**config.mk**
```make
export PLATFORM = sky130hd
export DESIGN_NAME = key_conditioner
export DESIGN_NICKNAME = d
export VERILOG_FILES = /design/src/rtl/key_conditioner_pkg.sv /design/src/rtl/key_debounce_fsm.sv /design/src/rtl/key_conditioner.sv
export SDC_FILE = /design/constraint.sdc
export NUM_CORES = 1
export LEC_CHECK = 0
export ABC_AREA = 1
export CAP_MARGIN = 10
export CORE_ASPECT_RATIO = 0.6
export CORE_UTILIZATION = 57
export DETAILED_ROUTE_END_ITERATION = 6
export PLACE_DENSITY = 0.77
export SYNTH_ARGS = -nofsm -noshare
export SYNTH_HDL_FRONTEND = slang
export SYNTH_SLANG_ARGS = --single-unit
```
**constraint.sdc**
```tcl
create_clock -name clk_clk -period 2.7 [get_ports clk_clk]
set_clock_uncertainty 0.2 [all_clocks]
set_input_delay 0.27 -clock clk_clk [delete_from_list [all_inputs] [get_ports clk_clk]]
set_output_delay 0.27 -clock clk_clk [all_outputs]
set_load 0.05 [all_outputs]
```
**src/rtl/key_conditioner_pkg.sv**
```systemverilog
// Shared types and constants for the push-button conditioner.
// Default cycle counts assume a 50 MHz system clock.
package key_conditioner_pkg;

  typedef enum logic [2:0] {
    RELEASED,
    PRESS_WAIT,
    HELD,
    REPEATING,
    RELEASE_WAIT
  } key_state_e;

  localparam int DEFAULT_DEBOUNCE_CYCLES     = 1_000_000;
  localparam int DEFAULT_REPEAT_DELAY_CYCLES = 25_000_000;
  localparam int DEFAULT_REPEAT_RATE_CYCLES  = 5_000_000;

  // The counter only has to reach (largest cycle count - 1).
  function automatic int cnt_width(input int a, input int b, input int c);
    int m;
    m = a;
    if (b > m) m = b;
    if (c > m) m = c;
    return (m < 2) ? 1 : $clog2(m);
  endfunction

endpackage

```
**src/rtl/key_debounce_fsm.sv**
```systemverilog
// One key: 2-FF synchronizer, debounce counter and press/release FSM.
// Define KEY_CONDITIONER_AUTOREPEAT_EN to add repeat pulses while a key is held.
module key_debounce_fsm
  import key_conditioner_pkg::*;
#(
  parameter int DEBOUNCE_CYCLES     = DEFAULT_DEBOUNCE_CYCLES,
  parameter int REPEAT_DELAY_CYCLES = DEFAULT_REPEAT_DELAY_CYCLES,
  parameter int REPEAT_RATE_CYCLES  = DEFAULT_REPEAT_RATE_CYCLES
) (
  input  logic clk,
  input  logic rst,
  input  logic key_n,
  output logic pulse,
  output logic level
);

  localparam int CNT_W = cnt_width(DEBOUNCE_CYCLES, REPEAT_DELAY_CYCLES, REPEAT_RATE_CYCLES);
  localparam logic [CNT_W-1:0] DEB_LAST = CNT_W'(DEBOUNCE_CYCLES - 1);
`ifdef KEY_CONDITIONER_AUTOREPEAT_EN
  localparam logic [CNT_W-1:0] DELAY_LAST = CNT_W'(REPEAT_DELAY_CYCLES - 1);
  localparam logic [CNT_W-1:0] RATE_LAST  = CNT_W'(REPEAT_RATE_CYCLES - 1);
`endif

  logic [1:0]       sync_q;
  logic             pressed;
  key_state_e       state_q, state_d;
  logic [CNT_W-1:0] cnt_q, cnt_d;
  logic             pulse_q, pulse_d;
  logic             level_q, level_d;

  // Synchronizer resets to "released" so a held key re-debounces after reset.
  always_ff @(posedge clk or posedge rst) begin
    if (rst) sync_q <= 2'b11;
    else     sync_q <= {sync_q[0], key_n};
  end

  assign pressed = ~sync_q[1];

  always_ff @(posedge clk or posedge rst) begin
    if (rst) begin
      state_q <= RELEASED;
      cnt_q   <= '0;
      pulse_q <= 1'b0;
      level_q <= 1'b0;
    end else begin
      state_q <= state_d;
      cnt_q   <= cnt_d;
      pulse_q <= pulse_d;
      level_q <= level_d;
    end
  end

  always_comb begin
    state_d = state_q;
    cnt_d   = cnt_q;
    pulse_d = 1'b0;
    level_d = level_q;
    unique case (state_q)
      RELEASED: begin
        if (pressed) begin
          state_d = PRESS_WAIT;
          cnt_d   = '0;
        end
      end
      PRESS_WAIT: begin
        if (!pressed) begin
          state_d = RELEASED;
          cnt_d   = '0;
        end else if (cnt_q == DEB_LAST) begin
          state_d = HELD;
          level_d = 1'b1;
          pulse_d = 1'b1;
          cnt_d   = '0;
        end else begin
          cnt_d = cnt_q + CNT_W'(1);
        end
      end
      HELD: begin
        if (!pressed) begin
          state_d = RELEASE_WAIT;
          cnt_d   = '0;
`ifdef KEY_CONDITIONER_AUTOREPEAT_EN
        end else if (cnt_q == DELAY_LAST) begin
          state_d = REPEATING;
          pulse_d = 1'b1;
          cnt_d   = '0;
        end else begin
          cnt_d = cnt_q + CNT_W'(1);
`endif
        end
      end
`ifdef KEY_CONDITIONER_AUTOREPEAT_EN
      REPEATING: begin
        if (!pressed) begin
          state_d = RELEASE_WAIT;
          cnt_d   = '0;
        end else if (cnt_q == RATE_LAST) begin
          pulse_d = 1'b1;
          cnt_d   = '0;
        end else begin
          cnt_d = cnt_q + CNT_W'(1);
        end
      end
`endif
      RELEASE_WAIT: begin
        // A re-press while releasing is contact bounce: back to HELD, no pulse.
        if (pressed) begin
          state_d = HELD;
          cnt_d   = '0;
        end else if (cnt_q == DEB_LAST) begin
          state_d = RELEASED;
          level_d = 1'b0;
          cnt_d   = '0;
        end else begin
          cnt_d = cnt_q + CNT_W'(1);
        end
      end
      default: begin
        state_d = RELEASED;
        cnt_d   = '0;
        level_d = 1'b0;
      end
    endcase
  end

  assign pulse = pulse_q;
  assign level = level_q;

endmodule

```
**src/rtl/key_conditioner.sv**
```systemverilog
// Conditions the active-low board push-buttons for the NIOS key PIO.
// Auto-repeat is enabled by defining KEY_CONDITIONER_AUTOREPEAT_EN.
module key_conditioner
  import key_conditioner_pkg::*;
#(
  parameter int NUM_KEYS            = 3,
  parameter int DEBOUNCE_CYCLES     = DEFAULT_DEBOUNCE_CYCLES,
  parameter int REPEAT_DELAY_CYCLES = DEFAULT_REPEAT_DELAY_CYCLES,
  parameter int REPEAT_RATE_CYCLES  = DEFAULT_REPEAT_RATE_CYCLES
) (
  input  logic                clk_clk,
  input  logic                reset_reset,
  input  logic [NUM_KEYS-1:0] key_n_i,
  output logic [NUM_KEYS-1:0] key_pulse_o,
  output logic [NUM_KEYS-1:0] key_level_o
);

  for (genvar g = 0; g < NUM_KEYS; g++) begin : g_key
    key_debounce_fsm #(
      .DEBOUNCE_CYCLES    (DEBOUNCE_CYCLES),
      .REPEAT_DELAY_CYCLES(REPEAT_DELAY_CYCLES),
      .REPEAT_RATE_CYCLES (REPEAT_RATE_CYCLES)
    ) u_fsm (
      .clk  (clk_clk),
      .rst  (reset_reset),
      .key_n(key_n_i[g]),
      .pulse(key_pulse_o[g]),
      .level(key_level_o[g])
    );
  end

endmodule

```
# Yosys cells after proc, flatten, opt, wreduce, memory -nomap -nowiden
# Cells that the tools add are included.
# totals
out_inout_bits,6
word_cells,135
ff_bits,96
# classes
mux,63
n_reduce_logical,15
n_bitwise,3
eq_ne,36
n_addsub,3
# op_table
operator,n
$mux 25,15
$pmux 25 s4,3
$add 25x1->25 const B,3
$eq 25x20->1 const B,3
$mux 3,18
$pmux 3 s4,3
$ne 2x1->1 const B,12
$mux 1,21
$reduce_and 5->1,3
$ne 2x2->1 const B,6
$reduce_and 4->1,3
$eq 3x1->1 const B,3
$eq 3x2->1 const B,3
$eq 3x3->1 const B,3
$logic_not 3->1,3
$ne 3x1->1 const B,3
$ne 3x3->1 const B,3
$pmux 1 s3,3
$reduce_and 2->1,3
$reduce_or 2->1,3
$not 1->1,3

# Logic depth before layout (Yosys ltp)
# depth
ltp_word,4
mapped_depth,11

# Cells and area by module
# Synthesis repeated with hierarchy kept, for this count alone.
# unflattened
cells_unflattened,867
area_unflattened_um2,6049.6
# modules_own_cells
mod,seq_area_each_um2,cells_each,instances,area_per_inst_um2
key_debounce_fsm at g_key[0].u_fsm ...,803.3,293,2,2019.4
key_debounce_fsm at g_key[2].u_fsm,803.3,281,1,2010.7

# Worst setup path before layout
# No wires, ideal clock.
# synth_timing
path_kind,register -> register
start,register g_key[1].u_fsm.cnt_q[0]
end,register g_key[1].u_fsm.state_q[0]
stages_incl_launch_ff,12
n_path_buf,1
arrival_ns,1.407
path_slack_ns,0.976
required_ns,2.382
period_less_slack_ns,1.724
setup_time_ns,0.118
path_cell_list,dfrtp_1 > ha_1 > nand2_2 > nor2_4 > nand2_2 > nor2_2 > nand2_2 > nand2_4 > nand2_4 > buf_6 > nand2_2 > o21ai_2
# synth_between
elab_chain_len,3
elab_cells_between_ends,4
# synth_lines
item,line,rtl
"start, declared",key_debounce_fsm.sv:27,"logic [CNT_W-1:0] cnt_q, cnt_d;"
"start signal, assigned",key_debounce_fsm.sv:47,cnt_q <= cnt_d;
$eq 25x20->1 (*),"key_debounce_fsm.sv:69, key_debounce_fsm.sv:110",
$ne 3x3->1 (no source line) / $ne 3x1->1 (equally long branches),-,
$reduce_and 4->1 (no source line) (*),-,
"end signal, assigned",key_debounce_fsm.sv:46,state_q <= state_d;
"end, declared",key_debounce_fsm.sv:26,"key_state_e state_q, state_d;"
# Mark *: on every way between the ends. The rest lies on a longest branch, timed or not.
# A chain may end at the register's enable or synchronous reset.

# Worst setup path after layout
# layout_timing
start,register g_key[1].u_fsm.state_q[1]
end,register g_key[1].u_fsm.cnt_q[20]
# layout_between
elab_chain_len,3
elab_cells_between_ends,8
# layout_lines
item,line,rtl
$eq 3x2->1 / $logic_not 3->1 (equally long branches),key_debounce_fsm.sv:58,unique case (state_q)
$ne 2x1->1 (no source line) / $ne 2x2->1 (equally long branches),-,
$reduce_and 2->1 (no source line),-,
# Parallel ways exist; a longest one is shown, timed or not.

==> metrics.md <==
| Metric | Value |
|---|---|
| Total power | 4.091 mW |
| Post-CTS setup buffer count | 0 |
| Max Fclk | 452.4 MHz |
| Crit path DAT | 2230 ps |
| Worst Hold Class | in -> reg |
| Initial antenna violation count | 0 |
| Initial core utilization | 59.15% |
| Post-synth cell types | 38 |
| Rel. slew slack | 66.03% |
| Largest net degree at the start of global routing | 97 |
| First-pass GRT wire length | 22400 um |
| Vias per cell | 5.375 |
| Resized cells post-CTS | 0 |
| Synth Area per Inst | 7.066 um^2 |
| Async SR Flop Fraction | 100.0% |
| CTS tree | yes |
| GRT Util Overall | 26.47% |
| Fin nets | 846 |
| Core footprint | 0.009950 mm^2 |
| Multi-input logic area | 0.002898 mm^2 |
| # DRC | 0 |
| Num ports | 11 |
| Area after DPL | 0.006036 mm^2 |
| Final Setup Violations | 0 |
| RSZ-0062 raised after global routing | no |
| Routed WL | 13220 um |
| Post-synth net total | 841 |
| Seq/Total Area, Yosys | 40.94% |
| FP Rows | 28 |
| Crit path required time | 2720 ps |
| Filler cell count | 894 |
| #FFs+latches synth | 96 |
| DR iter-0 viols | 476 |
| Clk pin slew, worst setup/hold paths | 70 ps |
| H-Tree Depth | 3 |
| Max VDD drop | 0.0004499 V |
| Crit path kind | reg -> reg |
| Placer Congestion | 0.9549 |
| Avg WL per Cell | 13.52 um |
| Yosys top cell area share | 38.27% |
| Syn-to-layout area delta | 7.589% |
| Slew Limit Fails | 0 |
| Worst-Margin Slew | 509.6 ps |
| WHS | 122.9 ps |
| TNS Setup | 0 ps |
| Die area | 0.01075 mm^2 |
| Pleak | 2.859 nW |
| Syn Std Cell Area | 0.005886 mm^2 |
| Pre-CTS setup slack | 511.2 ps |
| CTS buffer count | 9 |
| Setup WS post-layout | 489.6 ps |
| Final Cycle Share | 81.87% |
| Max Cap Viol | 0 |
| CTS Hold Bufs | 0 |
| Largest cells by area after synthesis | dfrtp_1, nand2_1, nor2_1, inv_1, nand3_1 |
| Root Driver | clkbuf_16 |
| Final Hold Viols | 0 |
| Final non-filler cell total | 978 |
| Worst setup SP type | register |
| Total gr overflow | 0 |
| Vias in the first global route | 4663 |
| Chip width | 133.2 um |
| Synth warnings | 0 |
| Final min period | 2210 ps |
| CP Max Fanout | 17 |
| Final Instance Area | 0.006332 mm^2 |
| Predominant post-synthesis flop cell | dfrtp_1 |
| ANT nets after route | 0 |
| Post-synth top cells | nand2_1, nor2_1, inv_1, dfrtp_1, nand3_1 |
| Share of cells above drive strength 1 | 9.727% |
| CP Capture Type | register |
| Ant. Diodes | 0 |
| Final Util | 63.64% |
| Clock Path Buffers | 2 |
| FF/Latch Area | 0.002410 mm^2 |
| DIE HEIGHT | 80.71 um |
| Placed cell count | 962 |
| Most numerous cell in the Yosys netlist | nand2_1 |
| Clock Latency Late Sink | 350 ps |
| Status | finished, final reports clean |
| Via count | 5257 |
| Drt pass-1 iters | 5 |
| Most area-hungry cell type in the Yosys netlist | dfrtp_1 |
| Clock sinks | 96 |
| PortBufs | 10 |
| P per Cell Area | 646.1 mW/mm^2 |
| Cells after Synth | 833 |
| DP HPWL | 9595 um |
| Post-synth EDFFs | 0 |
path summary, 6_finish.rpt:
check | from | to | slack, ps | cells after the start
min in group asynchronous | reset_reset | g_key[1].u_fsm.cnt_q[7] | 210 | 3
worst max-delay path | g_key[1].u_fsm.state_q[1] | g_key[1].u_fsm.cnt_q[20] | 490 | 9
worst max register to register | g_key[1].u_fsm.state_q[1] | g_key[1].u_fsm.cnt_q[20] | 490 | 9
max in group asynchronous | reset_reset | g_key[0].u_fsm.sync_q[1] | 1680 | 3
worst min-delay path | key_n_i[0] | g_key[0].u_fsm.sync_q[0] | 120 | 1
worst min register to register | g_key[0].u_fsm.sync_q[0] | g_key[0].u_fsm.sync_q[1] | 160 | 0
routing by layer:
layer,vias to the layer above,global-route usage [%],routed length [um]
met2,177,37.59,5449
met4,0,5.795,104
met3,11,5.619,904
li1,2643,-,-
met5,-,0,0
met1,2426,40.77,6762
critical path, cell delays in order (launching register included):
cell and delay [ps]:
dfrtp_1 420, nor2_1 190, nand2_1 130, nand2_1 80, nand2_1 290, inv_2 410
nor2_1 80, nand2_1 90, xor2_1 150, nor2_1 50
layout make-up:
class | count | share of cell area (%)
flip-flops and latches | 96 | 38.06
inverters | 116 | 6.935
clock buffers | 10 | 3.616
clock inverters | 6 | 1.067
well taps | 135 | 2.667
multi-input cells | 604 | 45.76
repair buffers | 11 | 1.897
placed cells by master, fill, tap and decap left out, drive strengths merged:
master and instances:
nand2 234, nor2 164, inv 117, dfrtp 90, nand3 56, nor3 34, nand4 33, o21ai 29
a21oi 15, xor2 14, clkdlybuf4s50 10, clkbuf 10, dfstp 6, nor4 4, xnor2 4, o22ai 3
and3 3, clkinvlp 3, ha 3, a31oi 2, or2 2, o211ai 1, a22oi 1, and2 1
o21bai 1, bufinv 1, clkinv 1, buf 1
state kept, by name, summed over array words and instances, names as in the netlist:
| signal | cells |
|---|---|
| g_key.u_fsm.sync_q | 6 |
| g_key.u_fsm.pulse | 3 |
| g_key.u_fsm.level | 3 |
| g_key.u_fsm.state_q | 9 |
| g_key.u_fsm.cnt_q | 75 |
power by group:
part | switching, mW | internal (mW) | leakage [nW]
clock network | 0.580 | 0.724 | 0.139
logic | 0.851 | 0.297 | 1.41
registers | 0.102 | 1.54 | 1.31
total | 1.53 | 2.56 | 2.86
cells by family after synthesis:
kind of cell	Yosys count	share of synthesized area [%]
simple gates	531	40.31
buf+inv	133	9.821
flops	96	40.94
compound gates	52	5.613
xor+xnor	18	2.679
fa+ha+maj	3	0.6378
Note: power is estimated with default switching activity, not from simulation.
